$ cat src/rtl/rcpu_bus_unit_pkg.sv
// Shared constants for the RCPU memory bus unit: FSM encodings and channel names.
package rcpu_bus_unit_pkg;

   // Bus-unit sequencer states
   typedef enum logic [1:0] {
      BU_IDLE   = 2'd0,
      BU_ACCESS = 2'd1,
      BU_RESP   = 2'd2
   } bu_state_e;

   // Conventional request channel indices used by the RCPU controller
   localparam int CH_FETCH = 0;
   localparam int CH_DATA  = 1;
   localparam int CH_STACK = 2;

   // Next round-robin start position after granting idx among n channels
   function automatic int rr_next(input int idx, input int n);
      int nxt;
      nxt = 0;
      if (idx >= n - 1) begin
         nxt = 0;
      end else begin
         nxt = idx + 1;
      end
      return nxt;
   endfunction

endpackage

$ cat src/rtl/rcpu_arbiter.sv
// Request arbiter: combinational request -> grant, fixed priority or round-robin.
// The round-robin start pointer is registered and moves past the winner on advance.
module rcpu_arbiter
   import rcpu_bus_unit_pkg::*;
#(
   parameter int CH = 3,
   parameter int RR = 0,
   localparam int IW = (CH > 1) ? $clog2(CH) : 1
) (
   input  logic          clk,
   input  logic          rst,
   input  logic [CH-1:0] req,
   input  logic          advance,
   output logic          any_req,
   output logic [IW-1:0] grant_idx,
   output logic [CH-1:0] grant_oh
);

   logic [IW-1:0] ptr_q;
   logic [IW-1:0] ptr_d;

   // Pick the first requester, searching from 0 (fixed) or from the pointer (round-robin)
   always_comb begin
      int  cand;
      logic found;
      cand      = 0;
      found     = 1'b0;
      grant_idx = '0;
      for (int k = 0; k < CH; k++) begin
         if (RR != 0) begin
            cand = (int'(ptr_q) + k) % CH;
         end else begin
            cand = k;
         end
         if (!found && req[cand]) begin
            found     = 1'b1;
            grant_idx = IW'(cand);
         end else begin
            found = found;
         end
      end
      any_req = found;
   end

   // One-hot form of the winning index
   always_comb begin
      grant_oh = '0;
      for (int i = 0; i < CH; i++) begin
         grant_oh[i] = any_req && (grant_idx == IW'(i));
      end
   end

   // Pointer moves just past the winner on each accepted grant; constant 0 otherwise
   always_comb begin
      ptr_d = ptr_q;
      if ((RR != 0) && (CH > 1) && advance) begin
         ptr_d = IW'(rr_next(int'(grant_idx), CH));
      end else begin
         ptr_d = ptr_q;
      end
   end

   // Round-robin pointer register
   always_ff @(posedge clk) begin
      if (rst) begin
         ptr_q <= '0;
      end else begin
         ptr_q <= ptr_d;
      end
   end

endmodule

$ cat src/rtl/rcpu_bus_unit.sv
// RCPU memory bus unit: arbitrates CH request channels onto one req/ack memory port,
// with optional timeout, and returns per-channel done/err pulses for controller stalls.
module rcpu_bus_unit
   import rcpu_bus_unit_pkg::*;
#(
   parameter int M       = 16,
   parameter int CH      = 3,
   parameter int RR      = 0,
   parameter int TIMEOUT = 0
) (
   input  logic            clk,
   input  logic            rst,
   input  logic [CH-1:0]   ch_req,
   input  logic [CH-1:0]   ch_we,
   input  logic [CH*M-1:0] ch_addr,
   input  logic [CH*M-1:0] ch_wdata,
   output logic [CH-1:0]   ch_done,
   output logic            ch_err,
   output logic [M-1:0]    rdata,
   output logic            busy,
   output logic            mem_req,
   output logic            mem_we,
   output logic [M-1:0]    mem_addr,
   output logic [M-1:0]    mem_wdata,
   input  logic [M-1:0]    mem_rdata,
   input  logic            mem_ack
);

   localparam int IW = (CH > 1) ? $clog2(CH) : 1;
   localparam int CW = (TIMEOUT > 1) ? $clog2(TIMEOUT) : 1;

   bu_state_e       state_q, state_d;
   logic            mem_req_q, mem_req_d;
   logic            mem_we_q, mem_we_d;
   logic [M-1:0]    mem_addr_q, mem_addr_d;
   logic [M-1:0]    mem_wdata_q, mem_wdata_d;
   logic [M-1:0]    rdata_q, rdata_d;
   logic            busy_q, busy_d;
   logic [CH-1:0]   ch_done_q, ch_done_d;
   logic            ch_err_q, ch_err_d;
   logic [CH-1:0]   gnt_q, gnt_d;
   logic [CW-1:0]   cnt_q, cnt_d;

   logic            any_req_s;
   logic [IW-1:0]   grant_idx_s;
   logic [CH-1:0]   grant_oh_s;
   logic            advance_s;

   // The pointer only moves when a grant is actually taken in IDLE
   assign advance_s = (state_q == BU_IDLE) && any_req_s;

   rcpu_arbiter #(
      .CH (CH),
      .RR (RR)
   ) u_arbiter (
      .clk       (clk),
      .rst       (rst),
      .req       (ch_req),
      .advance   (advance_s),
      .any_req   (any_req_s),
      .grant_idx (grant_idx_s),
      .grant_oh  (grant_oh_s)
   );

   // Sequencer next-state: grant/latch in IDLE, wait for ack or timeout, one turnaround cycle
   always_comb begin
      state_d     = state_q;
      mem_req_d   = mem_req_q;
      mem_we_d    = mem_we_q;
      mem_addr_d  = mem_addr_q;
      mem_wdata_d = mem_wdata_q;
      rdata_d     = rdata_q;
      busy_d      = busy_q;
      gnt_d       = gnt_q;
      cnt_d       = cnt_q;
      ch_done_d   = '0;
      ch_err_d    = 1'b0;
      case (state_q)
         BU_IDLE: begin
            if (any_req_s) begin
               mem_addr_d  = ch_addr[int'(grant_idx_s)*M +: M];
               mem_wdata_d = ch_wdata[int'(grant_idx_s)*M +: M];
               mem_we_d    = ch_we[grant_idx_s];
               gnt_d       = grant_oh_s;
               mem_req_d   = 1'b1;
               busy_d      = 1'b1;
               cnt_d       = '0;
               state_d     = BU_ACCESS;
            end else begin
               mem_req_d = 1'b0;
            end
         end
         BU_ACCESS: begin
            if (mem_ack) begin
               // Ack wins even in the timeout cycle
               if (!mem_we_q) begin
                  rdata_d = mem_rdata;
               end else begin
                  rdata_d = rdata_q;
               end
               mem_req_d = 1'b0;
               ch_done_d = gnt_q;
               state_d   = BU_RESP;
            end else if ((TIMEOUT > 0) && (cnt_q == CW'(TIMEOUT - 1))) begin
               rdata_d   = '0;
               ch_err_d  = 1'b1;
               ch_done_d = gnt_q;
               mem_req_d = 1'b0;
               state_d   = BU_RESP;
            end else if (TIMEOUT > 0) begin
               cnt_d = cnt_q + CW'(1);
            end else begin
               cnt_d = cnt_q;
            end
         end
         BU_RESP: begin
            busy_d  = 1'b0;
            cnt_d   = '0;
            state_d = BU_IDLE;
         end
         default: begin
            mem_req_d = 1'b0;
            busy_d    = 1'b0;
            cnt_d     = '0;
            state_d   = BU_IDLE;
         end
      endcase
   end

   // State and output registers; reset abandons any transfer without a done pulse
   always_ff @(posedge clk) begin
      if (rst) begin
         state_q     <= BU_IDLE;
         mem_req_q   <= 1'b0;
         mem_we_q    <= 1'b0;
         mem_addr_q  <= '0;
         mem_wdata_q <= '0;
         rdata_q     <= '0;
         busy_q      <= 1'b0;
         ch_done_q   <= '0;
         ch_err_q    <= 1'b0;
         gnt_q       <= '0;
         cnt_q       <= '0;
      end else begin
         state_q     <= state_d;
         mem_req_q   <= mem_req_d;
         mem_we_q    <= mem_we_d;
         mem_addr_q  <= mem_addr_d;
         mem_wdata_q <= mem_wdata_d;
         rdata_q     <= rdata_d;
         busy_q      <= busy_d;
         ch_done_q   <= ch_done_d;
         ch_err_q    <= ch_err_d;
         gnt_q       <= gnt_d;
         cnt_q       <= cnt_d;
      end
   end

   assign ch_done   = ch_done_q;
   assign ch_err    = ch_err_q;
   assign rdata     = rdata_q;
   assign busy      = busy_q;
   assign mem_req   = mem_req_q;
   assign mem_we    = mem_we_q;
   assign mem_addr  = mem_addr_q;
   assign mem_wdata = mem_wdata_q;

endmodule

$ cat config.mk
export PLATFORM = sky130hd
export DESIGN_NAME = rcpu_bus_unit
export DESIGN_NICKNAME = d
export VERILOG_FILES = /design/src/rtl/rcpu_bus_unit_pkg.sv /design/src/rtl/rcpu_arbiter.sv /design/src/rtl/rcpu_bus_unit.sv
export SDC_FILE = /design/constraint.sdc
export NUM_CORES = 1
export LEC_CHECK = 0
export ABC_AREA = 1
export ABC_CLOCK_PERIOD_IN_PS = 2400
export CAP_MARGIN = 20
export CORE_ASPECT_RATIO = 2
export CORE_MARGIN = 5
export CORE_UTILIZATION = 35
export CTS_BUF_LIST = sky130_fd_sc_hd__clkbuf_16
export CTS_CLUSTER_DIAMETER = 40
export DETAILED_ROUTE_END_ITERATION = 7
export PLACE_DENSITY = 0.71
export SYNTH_ARGS = -nofsm -noshare
export SYNTH_HDL_FRONTEND = slang
export SYNTH_SLANG_ARGS = --single-unit
$ cat constraint.sdc
create_clock -name clk -period 2.4 [get_ports clk]
set_input_delay 0.48 -clock clk [delete_from_list [all_inputs] [get_ports clk]]
set_output_delay 0.48 -clock clk [all_outputs]
set_load 0.02 [all_outputs]
==> impl_metrics.env <==
export IMPL_rr_startpoint="state_q[1]"
export IMPL_grt_pass1_wl_mm=18.6
export IMPL_synthCells=549
export IMPL_drive_above_1_share=0.0476
export IMPL_maxCapViolations=0
export IMPL_crit_end="mem_addr[6]"
export IMPL_reg2reg_slack_ps=970
export IMPL_yosysSeqAreaShare=0.347
export IMPL_vias_per_cell=4.68
export IMPL_crit_cells=1
export IMPL_syn_num_nets=670
export IMPL_worstSetupStartpointType="register"
export IMPL_hold_viol=0
export IMPL_p_switching_uw=979
export IMPL_cts_buffers=9
export IMPL_tritoncts="done"
export IMPL_grt_pass1_vias=4066
export IMPL_vias=3962
export IMPL_ioPinCount=176
export IMPL_r2r_end="mem_addr[4]"
export IMPL_fin_crit_ps=1790
export IMPL_coreArea_um2=9640
export IMPL_place_gp_congestion=0.821
export IMPL_critPathRequiredTime_ps=1920
export IMPL_dp_cells=833
export IMPL_intPower_uw=2370
export IMPL_clockRootBuffer="clkbuf_16"
export IMPL_worst_path_buf_inv=1
export IMPL_htreeDepth=3
export IMPL_die_h_um=149
export IMPL_syn_area_um2=3400
export IMPL_die_w_um=79.7
export IMPL_netlist_cell_type_count=17
export IMPL_port_buffers=174
export IMPL_end_kind="output pin"
export IMPL_ys_ff_latch=59
export IMPL_drv_slew=0
export IMPL_worst_clock_skew_ps=5.67
export IMPL_grt_max_degree=35
export IMPL_clockPowerShare=0.355
export IMPL_clk_latency_ps=330
export IMPL_power_leakage_uw=0.00261
export IMPL_cp_arrival_ps=1310
export IMPL_die_area_um2=11900
export IMPL_clk_transition_reported_paths_ps=50
export IMPL_drt_initial_drc_count=195
export IMPL_critical_path_top_delay_family="buffers and inverters"
export IMPL_nets=833
export IMPL_rr_worst_depth=6
export IMPL_vdd_ir_drop_worst_mv=0.380
export IMPL_place_hpwl_mm=9.08
export IMPL_preCtsSetupSlack_ps=425
export IMPL_antenna_found_initial=0
export IMPL_power_per_cell_area_nw_per_um2=606
export IMPL_syn2layout_area_growth_pct=62.4
export IMPL_holdCritPathClass="register to register"
export IMPL_ant_nets=0
export IMPL_clock_path_buffers=2
export IMPL_initial_core_util=0.353
export IMPL_stdcell_count=847
export IMPL_totalWireLength_mm=11.8
export IMPL_setup_tns_ps=0
export IMPL_grtUsageTotal=0.199
export IMPL_run_status="finished clean"
export IMPL_setup_ws_ps=608
export IMPL_critPathSlowestCell="clkdlybuf4s50_1"
export IMPL_antenna_cells=0
export IMPL_cts_resized=0
export IMPL_remaining_drc_errors=0
export IMPL_p_comb_frac=0.304
export IMPL_crit_path_max_incr_delay_ps=660
export IMPL_finalCritPeriodShare=0.747
export IMPL_cts_sinks=59
export IMPL_max_freq_mhz=558
export IMPL_overflow=0
export IMPL_setup_viol=0
export IMPL_rows=51
export IMPL_synth_warnings=0
export IMPL_fin_total_pwr_uw=3350
export IMPL_crit_chain="clkdlybuf4s50_1"
export IMPL_crit_start="mem_addr[6]"
export IMPL_wl_per_cell_um=13.9
export IMPL_worstSetupPathType="register to output pin"
export IMPL_rsz0062_at_grt="false"
export IMPL_seqPwrFrac=0.341
export IMPL_postCtsSetupRepairBufs=0
export IMPL_hold_buffers=0
export IMPL_drt_pass1_iter_count=6
export IMPL_swShare=0.292
export IMPL_cp_max_fo=2
export IMPL_synth_avg_cell_area_um2=6.20
registers in the layout (all words and copies together), names as in the netlist:
name / flops
mem_req: 1
state_q: 2
busy: 1
rdata: 16
mem_wdata: 16
gnt_q: 3
ch_done: 3
mem_we: 1
mem_addr: 16
worst min-delay path by stage:
stage | slack (ps) | to | start | cells after the start
finish | 430 | ch_done[1] | gnt_q[1] | 2
global route | 450 | ch_done[0] | gnt_q[0] | 2
CTS | 430 | ch_done[1] | gnt_q[1] | 2
detailed placement | 420 | ch_done[1] | gnt_q[1] | 2
global placement | 410 | ch_done[0] | gnt_q[0] | 2
floorplan | 410 | ch_done[0] | gnt_q[0] | 2
metal layers:
layer / part of all wire / wire length (µm) / up-vias / GRT usage
li1: - / - / 1996 / -
met1: 0.34 / 4030 / 1816 / 0.192
met2: 0.58 / 6810 / 134 / 0.400
met3: 0.058 / 682 / 16 / 0.0361
met4: 0.023 / 266 / 0 / 0.0745
met5: 0 / 0 / - / 0
synthesized netlist by cell type:
cell      number  area (µm²)
buf_2         14        70.1
conb_1         1        3.75
nor2_1       101         379
inv_1        108         405
a21oi_1       39         195
inv_2          3        11.3
nor2_4         3        33.8
buf_4          4        30.0
nand2_1       79         297
nand3b_1      33         248
nand3_2        1        10.0
nand2_2        3        18.8
nand3_1       68         340
clkbuf_1      12        45.0
dfxtp_1       59        1180
o21ai_0       16        80.1
buf_6          5        56.3
stage by stage:
stage                util  cell area (µm²)  hold WS, ps
global placement    0.546             5260          414
CTS                 0.574             5530          428
finish              0.574             5530          426
detailed placement  0.546             5260          419
global route        0.574             5530          446
floorplan               -             3400          408
cell families after synthesis:
family / Yosys count / share of synthesized area
AOI/OAI and AO/OA: 55 / 0.0809
buffers and inverters: 146 / 0.182
DFF: 59 / 0.347
other: 1 / 0.00110
and+or+nand+nor: 288 / 0.390
cell usage in the layout, fill, tap and decap left out, drive strengths merged:
master,count
nand3b,33
inv,111
clkdlybuf4s50,174
clkinv,4
nor2,104
bufinv,1
clkbuf,9
dfxtp,59
nand2,82
conb,1
o21ai,16
buf,13
nand3,69
a21oi,39
cell type report:
class                           instances  area, µm²
Multi-Input combinational cell        344       1610
Fill cell                             968       4110
Clock buffer                            9        225
Tap cell                              132        165
Sequential cell                        59       1180
Clock inverter                          5       46.3
Timing Repair Buffer                  187       1890
Inverter                              111        417
power groups by stage:
stage,Combinational (µW),Sequential [µW],Clock (µW)
finish,1020,1140,1190
global route,1110,1150,1260
CTS,1030,1140,1220
detailed placement,1020,1160,0
global placement,1010,1160,0
floorplan,408,1270,0
(Power assumes the default switching activity.)
